File: config.mk
export PLATFORM = sky130hd
export DESIGN_NAME = sdram_cmd_sequencer
export DESIGN_NICKNAME = d
export VERILOG_FILES = /design/src/rtl/sdram_cmd_sequencer.sv
export SDC_FILE = /design/constraint.sdc
export NUM_CORES = 1
export LEC_CHECK = 0
export ABC_AREA = 1
export BUFFER_PORTS_ARGS = -buffer_cell sky130_fd_sc_hd__buf_2
export CORE_UTILIZATION = 50
export DETAILED_ROUTE_END_ITERATION = 16
export PLACE_DENSITY = 0.72
export SLEW_MARGIN = 10
export SYNTH_ARGS = -nofsm -noshare
export SYNTH_HDL_FRONTEND = slang
export SYNTH_SLANG_ARGS = --single-unit
File: constraint.sdc
create_clock -name clk -period 3.8 [get_ports clk]
set_input_delay 0.76 -clock clk [delete_from_list [all_inputs] [get_ports clk]]
set_output_delay 0.76 -clock clk [all_outputs]
set_load 0.01 [all_outputs]
File: src/rtl/sdram_cmd_sequencer.sv
// ---------------------------------------------------------------------------
// sdram_cmd_sequencer
//
// Main control state machine of the SDRAM memory controller. After reset it
// runs the SDRAM power-up sequence (precharge-all, two auto-refreshes, load
// mode). It then decodes the bus-request status from the bus-interface and
// bank-tracking logic into SDRAM commands: activate, read, write and
// precharge. Refresh is an interrupt handshake with the CPU: the refresh
// timer raises autoRef, the sequencer parks in ackWait with sdramIRQ high,
// and once the CPU acknowledges it precharges all banks and auto-refreshes.
//
// Ports
//   clk         in   clock, all state changes on the rising edge
//   rst         in   asynchronous, active-high reset
//   active      in   bus request pending
//   bankActive  in   target bank has an open row
//   newRow      in   request targets a different row than the open one
//   we_i        in   request is a write
//   autoRef     in   refresh timer expired, refresh required
//   initCount   in   power-up delay elapsed
//   irqAck      in   CPU acknowledges the refresh interrupt
//   command     out  SDRAM command {cs_n, ras_n, cas_n, we_n}
//   apc         out  auto-precharge, always 0
//   all_one     out  drive A10 high (precharge all banks)
//   sdramIRQ    out  refresh interrupt request to the CPU
//
// Configuration macro
//   SDRAM_REFRESH_IRQ_EN  defined: full CPU refresh handshake (sdramIRQ is
//                         driven, ackWait waits for irqAck).
//                         undefined (default): sdramIRQ tied 0 and irqAck is
//                         treated as always asserted, so ackWait lasts one
//                         cycle.
// ---------------------------------------------------------------------------
module sdram_cmd_sequencer (
   input  logic       clk,
   input  logic       rst,
   input  logic       active,
   input  logic       bankActive,
   input  logic       newRow,
   input  logic       we_i,
   input  logic       autoRef,
   input  logic       initCount,
   input  logic       irqAck,
   output logic [3:0] command,
   output logic       apc,
   output logic       all_one,
   output logic       sdramIRQ
);

   // SDRAM command encodings {cs_n, ras_n, cas_n, we_n}
   localparam logic [3:0] CMD_INHIBIT   = 4'b1111;
   localparam logic [3:0] CMD_NOP       = 4'b0111;
   localparam logic [3:0] CMD_ACTIVE    = 4'b0011;
   localparam logic [3:0] CMD_READ      = 4'b0101;
   localparam logic [3:0] CMD_WRITE     = 4'b0100;
   localparam logic [3:0] CMD_PRECHARGE = 4'b0010;
   localparam logic [3:0] CMD_AUTO_REF  = 4'b0001;
   localparam logic [3:0] CMD_LOAD_MODE = 4'b0000;

   typedef enum logic [4:0] {
      ST_INIT0,
      ST_INIT1,
      ST_INIT2,
      ST_INIT3,
      ST_INIT4,
      ST_INIT5,
      ST_INIT6,
      ST_WAIT,
      ST_WRITE,
      ST_NOP5,
      ST_PRECH,
      ST_ACTIVE1,
      ST_ACTIVE2,
      ST_READ,
      ST_NOP0,
      ST_NOP1,
      ST_ACK_WAIT,
      ST_PRECH2,
      ST_NOP3
   } state_t;

   state_t     state;
   state_t     next_state;
   logic [3:0] cmd_q;
   logic       all_one_q;
   logic       irq_q;
   logic       ack_eff;
   logic       mealy_prech;
   logic [4:0] req_vec;

   // With the handshake disabled the acknowledge is forced true, so ackWait
   // falls straight through to the precharge-all. irqAck is then only kept
   // on an unused net so the port stays connected without lint noise.
`ifdef SDRAM_REFRESH_IRQ_EN
   localparam logic IRQ_EN = 1'b1;
   assign ack_eff = irqAck;
`else
   localparam logic IRQ_EN = 1'b0;
   logic unused_irq_ack;
   assign unused_irq_ack = irqAck;
   assign ack_eff        = 1'b1;
`endif

   assign req_vec = {autoRef, active, bankActive, newRow, we_i};

   // Request decode shared by waitState and write. Items are checked in
   // order, so autoRef=1 only reaches ackWait after every idle/request
   // pattern with autoRef=0 has been ruled out.
   function automatic state_t decode_req(input logic [4:0] v);
      state_t ns;
      casez (v)
         5'b01101: ns = ST_NOP5;     // write to the open row
         5'b01100: ns = ST_READ;     // read from the open row
         5'b0111?: ns = ST_PRECH;    // row miss, close the old row first
         5'b010?1: ns = ST_WRITE;    // bank idle, write
         5'b010?0: ns = ST_ACTIVE2;  // bank idle, open row then read
         5'b00???: ns = ST_WAIT;     // nothing to do
         default:  ns = ST_ACK_WAIT; // refresh wins over any request
      endcase
      return ns;
   endfunction

   // Moore command belonging to each state. ackWait shows NOP here; the
   // acknowledged precharge-all is overlaid combinationally below.
   function automatic logic [3:0] state_cmd(input state_t s);
      logic [3:0] c;
      case (s)
         ST_INIT0:    c = CMD_INHIBIT;
         ST_INIT1:    c = CMD_PRECHARGE;
         ST_INIT2:    c = CMD_AUTO_REF;
         ST_INIT3:    c = CMD_NOP;
         ST_INIT4:    c = CMD_AUTO_REF;
         ST_INIT5:    c = CMD_NOP;
         ST_INIT6:    c = CMD_LOAD_MODE;
         ST_WAIT:     c = CMD_NOP;
         ST_WRITE:    c = CMD_WRITE;
         ST_NOP5:     c = CMD_NOP;
         ST_PRECH:    c = CMD_PRECHARGE;
         ST_ACTIVE1:  c = CMD_ACTIVE;
         ST_ACTIVE2:  c = CMD_ACTIVE;
         ST_READ:     c = CMD_READ;
         ST_NOP0:     c = CMD_NOP;
         ST_NOP1:     c = CMD_NOP;
         ST_ACK_WAIT: c = CMD_NOP;
         ST_PRECH2:   c = CMD_AUTO_REF;
         ST_NOP3:     c = CMD_NOP;
         default:     c = CMD_NOP;
      endcase
      return c;
   endfunction

   // Next-state logic. Any encoding outside the enum recovers to waitState.
   always_comb begin
      next_state = state;
      case (state)
         ST_INIT0:    next_state = initCount ? ST_INIT1 : ST_INIT0;
         ST_INIT1:    next_state = ST_INIT2;
         ST_INIT2:    next_state = ST_INIT3;
         ST_INIT3:    next_state = ST_INIT4;
         ST_INIT4:    next_state = ST_INIT5;
         ST_INIT5:    next_state = ST_INIT6;
         ST_INIT6:    next_state = ST_WAIT;
         ST_WAIT:     next_state = decode_req(req_vec);
         ST_WRITE:    next_state = decode_req(req_vec);
         ST_NOP5:     next_state = ST_WRITE;
         ST_PRECH:    next_state = we_i ? ST_WRITE : ST_ACTIVE1;
         ST_ACTIVE1:  next_state = ST_READ;
         ST_ACTIVE2:  next_state = ST_READ;
         ST_READ:     next_state = ST_NOP0;
         ST_NOP0:     next_state = ST_NOP1;
         // A refresh that arrived during a read is only picked up here.
         ST_NOP1:     next_state = autoRef ? ST_ACK_WAIT : ST_WAIT;
         ST_ACK_WAIT: next_state = ack_eff ? ST_PRECH2 : ST_ACK_WAIT;
         ST_PRECH2:   next_state = ST_NOP3;
         // Reopen the interrupted row path if the bank still has one.
         ST_NOP3:     next_state = bankActive ? ST_PRECH : ST_WAIT;
         default:     next_state = ST_WAIT;
      endcase
   end

   // State register plus registered Moore outputs. The outputs are computed
   // from next_state so that they line up with the state they describe, and
   // the async reset puts both back to the init0 values immediately.
   always_ff @(posedge clk or posedge rst) begin
      if (rst) begin
         state     <= ST_INIT0;
         cmd_q     <= CMD_INHIBIT;
         all_one_q <= 1'b0;
         irq_q     <= 1'b0;
      end else begin
         state     <= next_state;
         cmd_q     <= state_cmd(next_state);
         all_one_q <= (next_state == ST_INIT1);
         irq_q     <= IRQ_EN & (next_state == ST_ACK_WAIT);
      end
   end

   // The acknowledged refresh issues precharge-all in the same cycle the
   // CPU raises irqAck, which is the only Mealy path in the controller.
   assign mealy_prech = (state == ST_ACK_WAIT) & ack_eff;

   assign command  = mealy_prech ? CMD_PRECHARGE : cmd_q;
   assign all_one  = all_one_q | mealy_prech;
   assign sdramIRQ = irq_q;
   assign apc      = 1'b0;

endmodule

==> results.md <==
- Vias in the first global route: 874
- Initial antenna violation count: 0
- Total negative slack: 0 ps
- Cell chosen for the clock root: clkbuf_4
- Post-synthesis cell count: 173
- Initial Util: 55.8%
- Critical Path Source: state[3]
- Largest net degree at the start of global routing: 11
- CTS Buf Count: 3
- Final Routed Wirelength: 2340 um
- Kind of end point of the critical path: output port
- Synth Warn #: 0
- Worst-path fanout max: 6
- Final clock skew: 3.20 ps
- Drt first pass iters: 4
- First-pass GRT wire length: 3620 um
- Gr usage total: 23.1%
- Post-CTS Setup Bufs: 0
- Tcrit/Tclk final: 62.2%
- Vias per cell: 5.07
- Die area: 2190 sq um
- Max Fclk: 423 MHz
- Crit path cell chain: inv_1 > nand2_1 > nor2_2 > nand2_1 > nand2_1 > inv_1 > buf_2
- FF-to-FF Start: state[3]
- Final ANT Viol Nets: 0
- Crit path largest cell delay: 420 ps
- Sequential area share after synthesis: 25.4%
- Drt wl/cell: 11.0 um
- H-tree Lvls: 1
- Arrival time worst endpoint: 1600 ps
- Critical setup path kind: reg2out
- Die H: 46.8 um
- Setup violators final: 0
- Tmin final: 2360 ps
- Delay-heaviest family, CP: simple AND/OR/NAND/NOR gates
- Max stage delay cell, worst path: dfrtp_1
- Worst path bufs/invs: 3
- Critical Path End: command[0]
- Num Clock Sinks: 10
- DR iter-0 viols: 28
- Most frequent cells in the layout: nand2_1, nor2_1, inv_1, nand3_1, buf_2
- Count of cell types in the netlist: 23
- Post-CTS Hold Fix Bufs: 0
- Critical path depth: 7
- # IOs: 16
- Most Frequent Cell on Critical Path: nand2_1
- Die Wd: 46.8 um
- Max-cap viol count: 0
- CTS tree: built
- R2R cell count: 15
- DPL Wire Length: 1870 um
- End of the worst register-to-register path: cmd_q[2]
- Worst setup SP type: flip-flop
- Area Growth Syn to Fin: 11.6%
- Final nets: 201
- Layout cells sized above 1: 19.7%
- Slew headroom: 65.8%
- Most common cell after layout, fill and taps aside: nand2_1
- ANT cells: 0
- Final Hold Violating Endpoints: 0
- Worst skew pair latency: 260 ps
- Status: complete, no violations
- # DRC: 0
- GR Overflow Total: 0
- FF+latch count, synth: 10
- Hold Crit Class: in2async
- Worst slew pin tran: 508 ps
- Row count: 15
- Resized cells post-CTS: 0
- Slew Limit Fails: 0
- Avg Inst Size Synth: 5.81 sq um
- Vias: 1080
- Clock slew at the register clock pins of the worst setup and hold paths: 60 ps
- Clock tree buffer depth: 2
- RSZ-0062 raised after global routing: false
- R2R Setup Slk: 1570 ps
- RD Place Congestion: 0.949
- PortBufs: 12
- CP required: 3040 ps
- Mapped cell area: 1000 sq um
- Core Area: 1800 sq um
worst min-delay path by stage:
stage | endpoint | slack [ps] | cells past startpoint
2_1_floorplan | all_one_q | 600 | 1
3_3_place_gp | all_one_q | 730 | 2
3_5_place_dp | all_one_q | 740 | 2
4_1_cts | state[1] | 460 | 2
5_1_grt | state[1] | 470 | 2
6_report | state[1] | 460 | 2
metal layers:
layer / up-vias / global-route usage, % / part of all wire, %
met4: 0 / 10.9 / 1.2
li1: 561 / - / -
met2: 52 / 34.2 / 45
met1: 463 / 32.9 / 47
met3: 4 / 3.85 / 6.4
met5: - / 0 / 0
cells in the mapped netlist:
master    count  area (sq um)
nand2_1      53           199
nor2_1       27           101
inv_1        25          93.8
nand3_1      20           100
a21oi_1       6          30.0
dfrtp_1       6           150
inv_2         6          22.5
dfstp_2       4           105
ha_1          3          37.5
nor2_2        3          18.8
nor3_1        3          15.0
buf_4         2          15.0
nand2_2       2          12.5
nand2_4       2          22.5
nor2_4        2          22.5
o21ai_0       2          10.0
conb_1        1          3.75
nand3_2       1          10.0
nand3b_1      1          7.51
nor4_1        1          6.26
o211ai_1      1          7.51
o21bai_1      1          7.51
or2_2         1          6.26
cell type report:
type / count / area (sq um)
inverter: 31 / 116
tap: 25 / 31.3
timing repair buffer: 12 / 60.1
clock buffer: 4 / 36.3
multi-input combinational: 131 / 622
sequential: 10 / 255
fill: 198 / 681
metrics by stage:
| stage | utilization, % | instance area [sq um] | cells | worst slack [ps] | hold slack (ps) |
|---|---|---|---|---|---|
| after floorplan | - | 1010 | 174 | 1710 | 597 |
| after global placement | 60.2 | 1080 | 209 | 1410 | 726 |
| after detailed placement | 60.2 | 1080 | 209 | 1390 | 741 |
| after CTS | 62.2 | 1120 | 213 | 1430 | 457 |
| after global routing | 62.2 | 1120 | 213 | 1290 | 473 |
| final | 62.2 | 1120 | 213 | 1440 | 462 |
sequential cells by signal, summed over array words and instances, names as in the netlist:
name / count
state: 5
cmd_q: 4
all_one_q: 1
kinds of logic after synthesis:
group                      count (synthesis)  share of synthesized area, %
DFF                                       10                          25.4
AOI/OAI and AO/OA                         10                          5.48
buffers and inverters                     33                          13.1
other                                      1                         0.373
and+or+nand+nor                          116                          51.9
adders and majority gates                  3                          3.74
worst reg2reg max path, stage by stage (launching register included):
cell     delay (ps)
dfrtp_1         420
inv_1           140
nand2_1         100
nor2_2          220
o21ai_0         150
nand2_1         100
nor2_1           80
nand2_4         110
nand2_1         110
inv_1           100
ha_1            170
nand3_1         100
nor2_1          120
nor2_1           60
nor2_1          110
nand2_1          70
Power is left out: the tool's default activity adds up to more than one toggle a clock period on the data nets, which glitch-free logic cannot reach.
